### src/rtl/risc32_cp0_reg.sv
// RISC32 coprocessor-0 register file: Count/Compare timer, Status, Cause, EPC, PRId, Config.
// Commits the MEM/WB CP0 write channel and MEM-stage exception state on the same edge.
module risc32_cp0_reg #(
  parameter logic [31:0] PRID   = 32'h004C0102,
  parameter logic [31:0] CONFIG = 32'h00008000
) (
  input  logic        clk,
  input  logic        rst,
  input  logic        we_i,
  input  logic [4:0]  waddr_i,
  input  logic [31:0] data_i,
  input  logic [4:0]  raddr_i,
  input  logic [5:0]  int_i,
  input  logic [31:0] excepttype_i,
  input  logic [31:0] current_inst_addr_i,
  input  logic        is_in_delayslot_i,
  output logic [31:0] data_o,
  output logic [31:0] count_o,
  output logic [31:0] compare_o,
  output logic [31:0] status_o,
  output logic [31:0] cause_o,
  output logic [31:0] epc_o,
  output logic [31:0] config_o,
  output logic [31:0] prid_o,
  output logic        timer_int_o
);

  localparam logic [4:0] AddrCount   = 5'd9;
  localparam logic [4:0] AddrCompare = 5'd11;
  localparam logic [4:0] AddrStatus  = 5'd12;
  localparam logic [4:0] AddrCause   = 5'd13;
  localparam logic [4:0] AddrEpc     = 5'd14;
  localparam logic [4:0] AddrPrid    = 5'd15;
  localparam logic [4:0] AddrConfig  = 5'd16;

  localparam logic [31:0] StatusReset = 32'h10000000;

  logic [31:0] count_q, count_d;
  logic [31:0] compare_q, compare_d;
  logic [31:0] status_q, status_d;
  logic [31:0] cause_q, cause_d;
  logic [31:0] epc_q, epc_d;
  logic        timer_q, timer_d;

  logic        exc_valid;
  logic        exc_eret;
  logic [4:0]  exc_code;

  always_comb begin
    exc_valid = 1'b0;
    exc_eret  = 1'b0;
    exc_code  = 5'd0;
    case (excepttype_i)
      32'h0000_0001: begin exc_valid = 1'b1; exc_code = 5'd0;  end
      32'h0000_0008: begin exc_valid = 1'b1; exc_code = 5'd8;  end
      32'h0000_000a: begin exc_valid = 1'b1; exc_code = 5'd10; end
      32'h0000_000c: begin exc_valid = 1'b1; exc_code = 5'd12; end
      32'h0000_000d: begin exc_valid = 1'b1; exc_code = 5'd13; end
      32'h0000_000e: exc_eret = 1'b1;
      default: ;
    endcase
  end

  always_comb begin
    count_d   = count_q + 32'd1;
    compare_d = compare_q;
    status_d  = status_q;
    cause_d   = cause_q;
    epc_d     = epc_q;
    timer_d   = timer_q;

    if ((compare_q != 32'd0) && (count_q == compare_q)) begin
      timer_d = 1'b1;
    end

    // Software write first; the exception update below overrides only the bits it owns.
    if (we_i) begin
      case (waddr_i)
        AddrCount:   count_d = data_i;
        AddrCompare: begin
          compare_d = data_i;
          timer_d   = 1'b0;
        end
        AddrStatus:  status_d = data_i;
        AddrCause:   begin
          cause_d[9:8]   = data_i[9:8];
          cause_d[23:22] = data_i[23:22];
        end
        AddrEpc:     epc_d = data_i;
        default: ;
      endcase
    end

    cause_d[15:10] = int_i;

    if (exc_valid) begin
      if (!status_q[1]) begin
        epc_d       = is_in_delayslot_i ? (current_inst_addr_i - 32'd4) : current_inst_addr_i;
        cause_d[31] = is_in_delayslot_i;
      end
      status_d[1]  = 1'b1;
      cause_d[6:2] = exc_code;
    end else if (exc_eret) begin
      status_d[1] = 1'b0;
    end
  end

  always_ff @(posedge clk) begin
    if (rst) begin
      count_q   <= 32'd0;
      compare_q <= 32'd0;
      status_q  <= StatusReset;
      cause_q   <= 32'd0;
      epc_q     <= 32'd0;
      timer_q   <= 1'b0;
    end else begin
      count_q   <= count_d;
      compare_q <= compare_d;
      status_q  <= status_d;
      cause_q   <= cause_d;
      epc_q     <= epc_d;
      timer_q   <= timer_d;
    end
  end

  always_comb begin
    data_o = 32'd0;
    case (raddr_i)
      AddrCount:   data_o = count_q;
      AddrCompare: data_o = compare_q;
      AddrStatus:  data_o = status_q;
      AddrCause:   data_o = cause_q;
      AddrEpc:     data_o = epc_q;
      AddrPrid:    data_o = PRID;
      AddrConfig:  data_o = CONFIG;
      default:     data_o = 32'd0;
    endcase
  end

  assign count_o     = count_q;
  assign compare_o   = compare_q;
  assign status_o    = status_q;
  assign cause_o     = cause_q;
  assign epc_o       = epc_q;
  assign config_o    = CONFIG;
  assign prid_o      = PRID;
  assign timer_int_o = timer_q;

endmodule

### config.mk
export PLATFORM = sky130hd
export DESIGN_NAME = risc32_cp0_reg
export DESIGN_NICKNAME = d
export VERILOG_FILES = /design/src/rtl/risc32_cp0_reg.sv
export SDC_FILE = /design/constraint.sdc
export NUM_CORES = 1
export LEC_CHECK = 0
export CAP_MARGIN = 30
export CORE_MARGIN = 4
export CORE_UTILIZATION = 39
export DETAILED_ROUTE_END_ITERATION = 6
export GPL_ROUTABILITY_DRIVEN = 0
export GPL_TIMING_DRIVEN = 0
export PLACE_DENSITY = 0.78
export RECOVER_POWER = 100
export SYNTH_ARGS = -nofsm -noshare
export SYNTH_HDL_FRONTEND = slang
export SYNTH_SLANG_ARGS = --single-unit
### constraint.sdc
create_clock -name clk -period 2.05 [get_ports clk]
set_clock_uncertainty 0.05 [all_clocks]
set_input_delay 0.205 -clock clk [delete_from_list [all_inputs] [get_ports clk]]
set_output_delay 0.205 -clock clk [all_outputs]
set_load 0.005 [all_outputs]
Word level (Yosys, flattened, before mapping)
Cells that the tools add are included.
{"block": "totals", "ff_bits": 145, "inputBits": 116, "word_cells": 60, "output_inout_bits": 257}
{"block": "classes", "mux": 18, "n_addsub": 2, "n_eq_ne": 19, "bitwise": 1, "reduce_logical": 10}
{"cell": "32-bit two-way mux", "count": 7}
{"cell": "32-bit one-hot mux with 7 select lines", "count": 1}
{"cell": "32-bit by 4-bit equality test with 1-bit output (second input constant)", "count": 5}
{"cell": "5-bit by 4-bit equality test with 1-bit output (second input constant)", "count": 11}
{"cell": "32-bit by 1-bit adder with 32-bit output (second input constant)", "count": 1}
{"cell": "32-bit by 1-bit equality test with 1-bit output (second input constant)", "count": 1}
{"cell": "32-bit equality test", "count": 1}
{"cell": "32-bit nonzero test", "count": 1}
{"cell": "32-bit by 3-bit subtractor with 32-bit output (second input constant)", "count": 1}
{"cell": "4-bit one-hot mux with 4 select lines", "count": 1}
{"cell": "2-bit AND reduction", "count": 5}
{"cell": "1-bit two-way mux", "count": 7}
{"cell": "3-bit nonzero test", "count": 2}
{"cell": "5-bit equality test (second input constant)", "count": 1}
{"cell": "5-bit OR reduction", "count": 1}
{"cell": "2-bit two-way mux", "count": 2}
{"cell": "1-bit logical AND", "count": 1}
{"cell": "1-bit inverter", "count": 1}

Depth between registers and ports, before layout
{"block": "depth", "word_depth": 5, "mapped_depth": 7, "mapped_depth_nobuf": 7}

Worst setup path before layout
Ideal clock, no wire load.
{"block": "synth_path", "path_type": "reg-to-reg", "startpoint": "reg count_q[0] (netlist: count_o[0])", "endpoint": "reg count_q[26] (netlist: count_o[26])", "stages_incl_launch_ff": 8, "period_less_slack_ns": 2.172, "arrival_time_ns": 2.036, "setup_time_ns": 0.086, "t_required_ns": 1.914, "path_slack_ns": -0.122, "path_buffers": 1, "cell_sequence": "dfxtp_1 > ha_1 > nand3_1 > or4_1 > buf_2 > nor4_1 > xnor2_1 > a211oi_1"}
{"block": "synth_between", "elab_chain_cells": 3}
{"item": "start: declaration", "line": "38", "text": "logic [31:0] count_q, count_d;"}
{"item": "start signal: assignment", "line": "117", "text": "count_q <= count_d;"}
{"item": "32-bit by 1-bit adder with 32-bit output *", "line": "65", "text": "count_d = count_q + 32'd1;"}
{"item": "32-bit two-way mux", "line": "78", "text": "case (waddr_i)"}
{"item": "32-bit two-way mux *", "line": "77", "text": "if (we_i) begin"}
Every way passes the cells marked *; elsewhere a longest branch is shown, timed or not.
A chain may end at the register's enable or synchronous reset.

Worst setup path in the final report
{"block": "layout_path", "startpoint": "reg count_q[1] (netlist: count_o[1])", "endpoint": "reg count_q[30] (netlist: count_o[30])"}
The elaborated chain is that of the path after synthesis.

==> flow_metrics.env <==
export IMPL_final_nets=1595
export IMPL_cts_sinks=144
export IMPL_dieArea_um2=24700
export IMPL_synthTopCellsByArea="dfxtp_1 (33%), buf_4 (7.0%), nand2_1 (6.6%)"
export IMPL_max_stage_delay_ns=0.59
export IMPL_grt_max_degree=17
export IMPL_fmax_ghz=0.476
export IMPL_yosys_area_top_type="dfxtp_1"
export IMPL_maxSlewViolCount=0
export IMPL_synthFlopType="dfxtp_1"
export IMPL_drt_iter0_drc=900
export IMPL_cp_depth=7
export IMPL_reg2reg_depth=7
export IMPL_p_sw_mw=1.79
export IMPL_synth_edf_count=0
export IMPL_cts_tree="built"
export IMPL_hold_path_class="in2reg"
export IMPL_postRouteAntennaNets=0
export IMPL_endpoint="count_o[30]"
export IMPL_ir_worst_vdd_v=0.000540
export IMPL_crit_fanout=8
export IMPL_setup_worst_path_start_class="register"
export IMPL_crit_chain="ha_4 > nand3_4 > or4_4 > buf_8 > and4bb_2 > xnor2_2 > a211oi_2"
export IMPL_violations="setup timing"
export IMPL_fin_ws_ns=-0.0489
export IMPL_power_frac_seq=0.401
export IMPL_design_core_area_um2=21800
export IMPL_gr_usage_all_layers=0.293
export IMPL_drive_gt1_frac=0.203
export IMPL_clk_pin_slew_worst_paths_ns=0.06
export IMPL_synth_top_area_frac=0.333
export IMPL_crit_path_start="count_o[1]"
export IMPL_finalSetupViolCount=20
export IMPL_finalCritPeriodShare=1.02
export IMPL_rr_startpoint="count_o[1]"
export IMPL_grt_overflow_total=0
export IMPL_p_clk_frac=0.460
export IMPL_die_h_um=157
export IMPL_intPower_mw=5.39
export IMPL_arrival_ns=2.40
export IMPL_rrSetupSlack_ns=-0.05
export IMPL_numCtsBuffers=17
export IMPL_clock_path_buffers=2
export IMPL_hold_viol=0
export IMPL_clockRootBuffer="clkbuf_16"
export IMPL_antenna_found_initial=2
export IMPL_drcViolationCount=0
export IMPL_fill_cells=1807
export IMPL_drt_vias_per_instance=5.46
export IMPL_cp_end_kind="register"
export IMPL_fin_setup_tns_ns=-0.384
export IMPL_power_frac_comb=0.139
export IMPL_io_pins=373
export IMPL_worstMarginPinSlew_ns=0.938
export IMPL_leakagePower_nw=5.58
export IMPL_area_growth_syn_to_layout_pct=57.6
export IMPL_ys_seq_area_frac=0.333
export IMPL_synth_commonest_cells="nand2_1 (153), dfxtp_1 (144), nor2_1 (96)"
export IMPL_die_x_um=157
export IMPL_synth_most_common_cell="nand2_1"
export IMPL_row_count=54
export IMPL_r2r_end="count_o[30]"
export IMPL_routed_wl_um=38600
export IMPL_hold_depth=3
export IMPL_crit_family="simple AND/OR/NAND/NOR gates"
export IMPL_ys_ff_latch=144
export IMPL_slowest_stage="or4_4"
export IMPL_io_buffers=288
export IMPL_clk_latency_ns=0.44
export IMPL_hpwl_um=29600
export IMPL_yosysWarnings=0
export IMPL_slew_headroom=0.375
export IMPL_min_period_ns=2.10
export IMPL_max_cap_violations=0
export IMPL_crit_required_ns=2.35
export IMPL_dr_pass1_iters=7
export IMPL_p_per_area_nw_per_um2=526
export IMPL_grt_pass1_wl_um=54500
export IMPL_synth_cell_types=56
export IMPL_rsz0062_at_grt="true"
export IMPL_outcome="finished, violations left"
export IMPL_wl_per_cell_um=21.8
export IMPL_async_reset_ff_frac=0
export IMPL_grt_pass1_vias=9216
export IMPL_worstSetupPathType="reg2reg"
export IMPL_syn_inst=1061
export IMPL_synth_area_um2=8670
export IMPL_vias=9666
export IMPL_path_buf_inv=1
export IMPL_h_tree_depth=4
export IMPL_dp_slack_ns=-1.67
export IMPL_syn_area_per_cell_um2=8.17
export IMPL_start_util=0.397
export IMPL_swShare=0.249
==> worst min-delay path, stage by stage <==
cell and delay [ns]:
dlymetal6s2s_1 0.15, nand2_1 0.07, a311oi_1 0.08
==> cells by family after synthesis <==
group	after synthesis	synth area share
compound gates	205	0.159
mux	74	0.0902
xor+xnor	89	0.0899
other cells	2	0.000866
simple gates	384	0.217
fa+ha+maj	2	0.00289
buf+inv	161	0.107
flops	144	0.333
==> metrics by stage <==
stage / utilization / std cells / power, mW / instance area (um2) / hold WS [ns]
2_1_floorplan: - / 1140 / 3.35 / 8980 / 0.276
4_1_cts: 0.616 / 1762 / 7.16 / 13400 / 0.0718
5_1_grt: 0.626 / 1769 / 7.35 / 13700 / 0.106
3_5_place_dp: 0.560 / 1708 / 3.85 / 12200 / 0.409
6_report: 0.626 / 1770 / 7.18 / 13700 / 0.0701
3_3_place_gp: 0.560 / 1708 / 3.84 / 12200 / 0.406
==> state kept, by name, summed over array words and instances (netlist names) <==
name         flops
compare_o       32
count_o         32
epc_o           32
status_o        32
cause_o         15
timer_int_o      1
==> routing by layer <==
| metal | GRT usage | wire length, um | part of all wire |
|---|---|---|---|
| met5 | 0 | 11 | 0.00028 |
| met1 | 0.337 | 14100 | 0.37 |
| met2 | 0.489 | 18200 | 0.47 |
| met4 | 0.150 | 2110 | 0.055 |
| met3 | 0.0940 | 4150 | 0.11 |
==> final cells by class <==
class / instances / area, um2 / share of cell area
multi-input cells: 835 / 5550 / 0.406
repair buffers: 322 / 3130 / 0.229
flip-flops and latches: 144 / 2910 / 0.213
plain buffers: 151 / 1090 / 0.0799
clock buffers: 20 / 447 / 0.0327
well taps: 280 / 350 / 0.0256
clock inverters: 11 / 164 / 0.0120
inverters: 6 / 22.5 / 0.00165
diodes: 1 / 2.50 / 0.000183
==> power by group through the flow <==
stage	combinational, mW	clock [mW]	sequential, mW
finish	0.997	3.31	2.88
global route	1.05	3.42	2.88
CTS	0.970	3.31	2.88
detailed placement	0.907	0	2.94
global placement	0.895	0	2.94
floorplan	0.415	0	2.93
==> layout by cell type (no fill, tap or decap), drive strengths merged, types with 9 or more instances in the layout <==
cell,Yosys,routed
nor3,13,13
dlygate4sd3,0,135
buf,98,136
nand3,19,19
a211oi,59,59
o2bb2ai,12,12
mux2i,41,41
nand4,23,23
nor4,28,28
o21ai,22,22
a22oi,15,15
dlymetal6s2s,0,9
a21oi,71,71
conb,2,81
a221o,12,12
dfxtp,144,144
mux2,33,33
xnor2,63,63
nor2,96,96
dlygate4sd2,0,22
clkbuf,57,82
nand2,153,153
clkdlybuf4s50,0,103
nor2b,15,15
xor2,26,26
==> worst min path at each step <==
stage | slack, ns | to | from
global route | 0.11 | epc_o[4] | current_inst_addr_i[4]
finish | 0.07 | epc_o[4] | current_inst_addr_i[4]
detailed placement | 0.41 | status_o[19] | status_o[19]
CTS | 0.07 | cause_o[31] | is_in_delayslot_i
global placement | 0.41 | status_o[19] | status_o[19]
floorplan | 0.28 | status_o[28] | data_i[28]
==> what timing repair did <==
action | in CTS | in global routing
hold buffers | 0 | 0
endpoints found under the setup margin | 114 | 81
pin swaps | 23 | 23
resized for setup | 189 | 75
buffers inserted | 25 | 6
gates cloned | 2 | 1
Power figures use the tool's default switching activity.
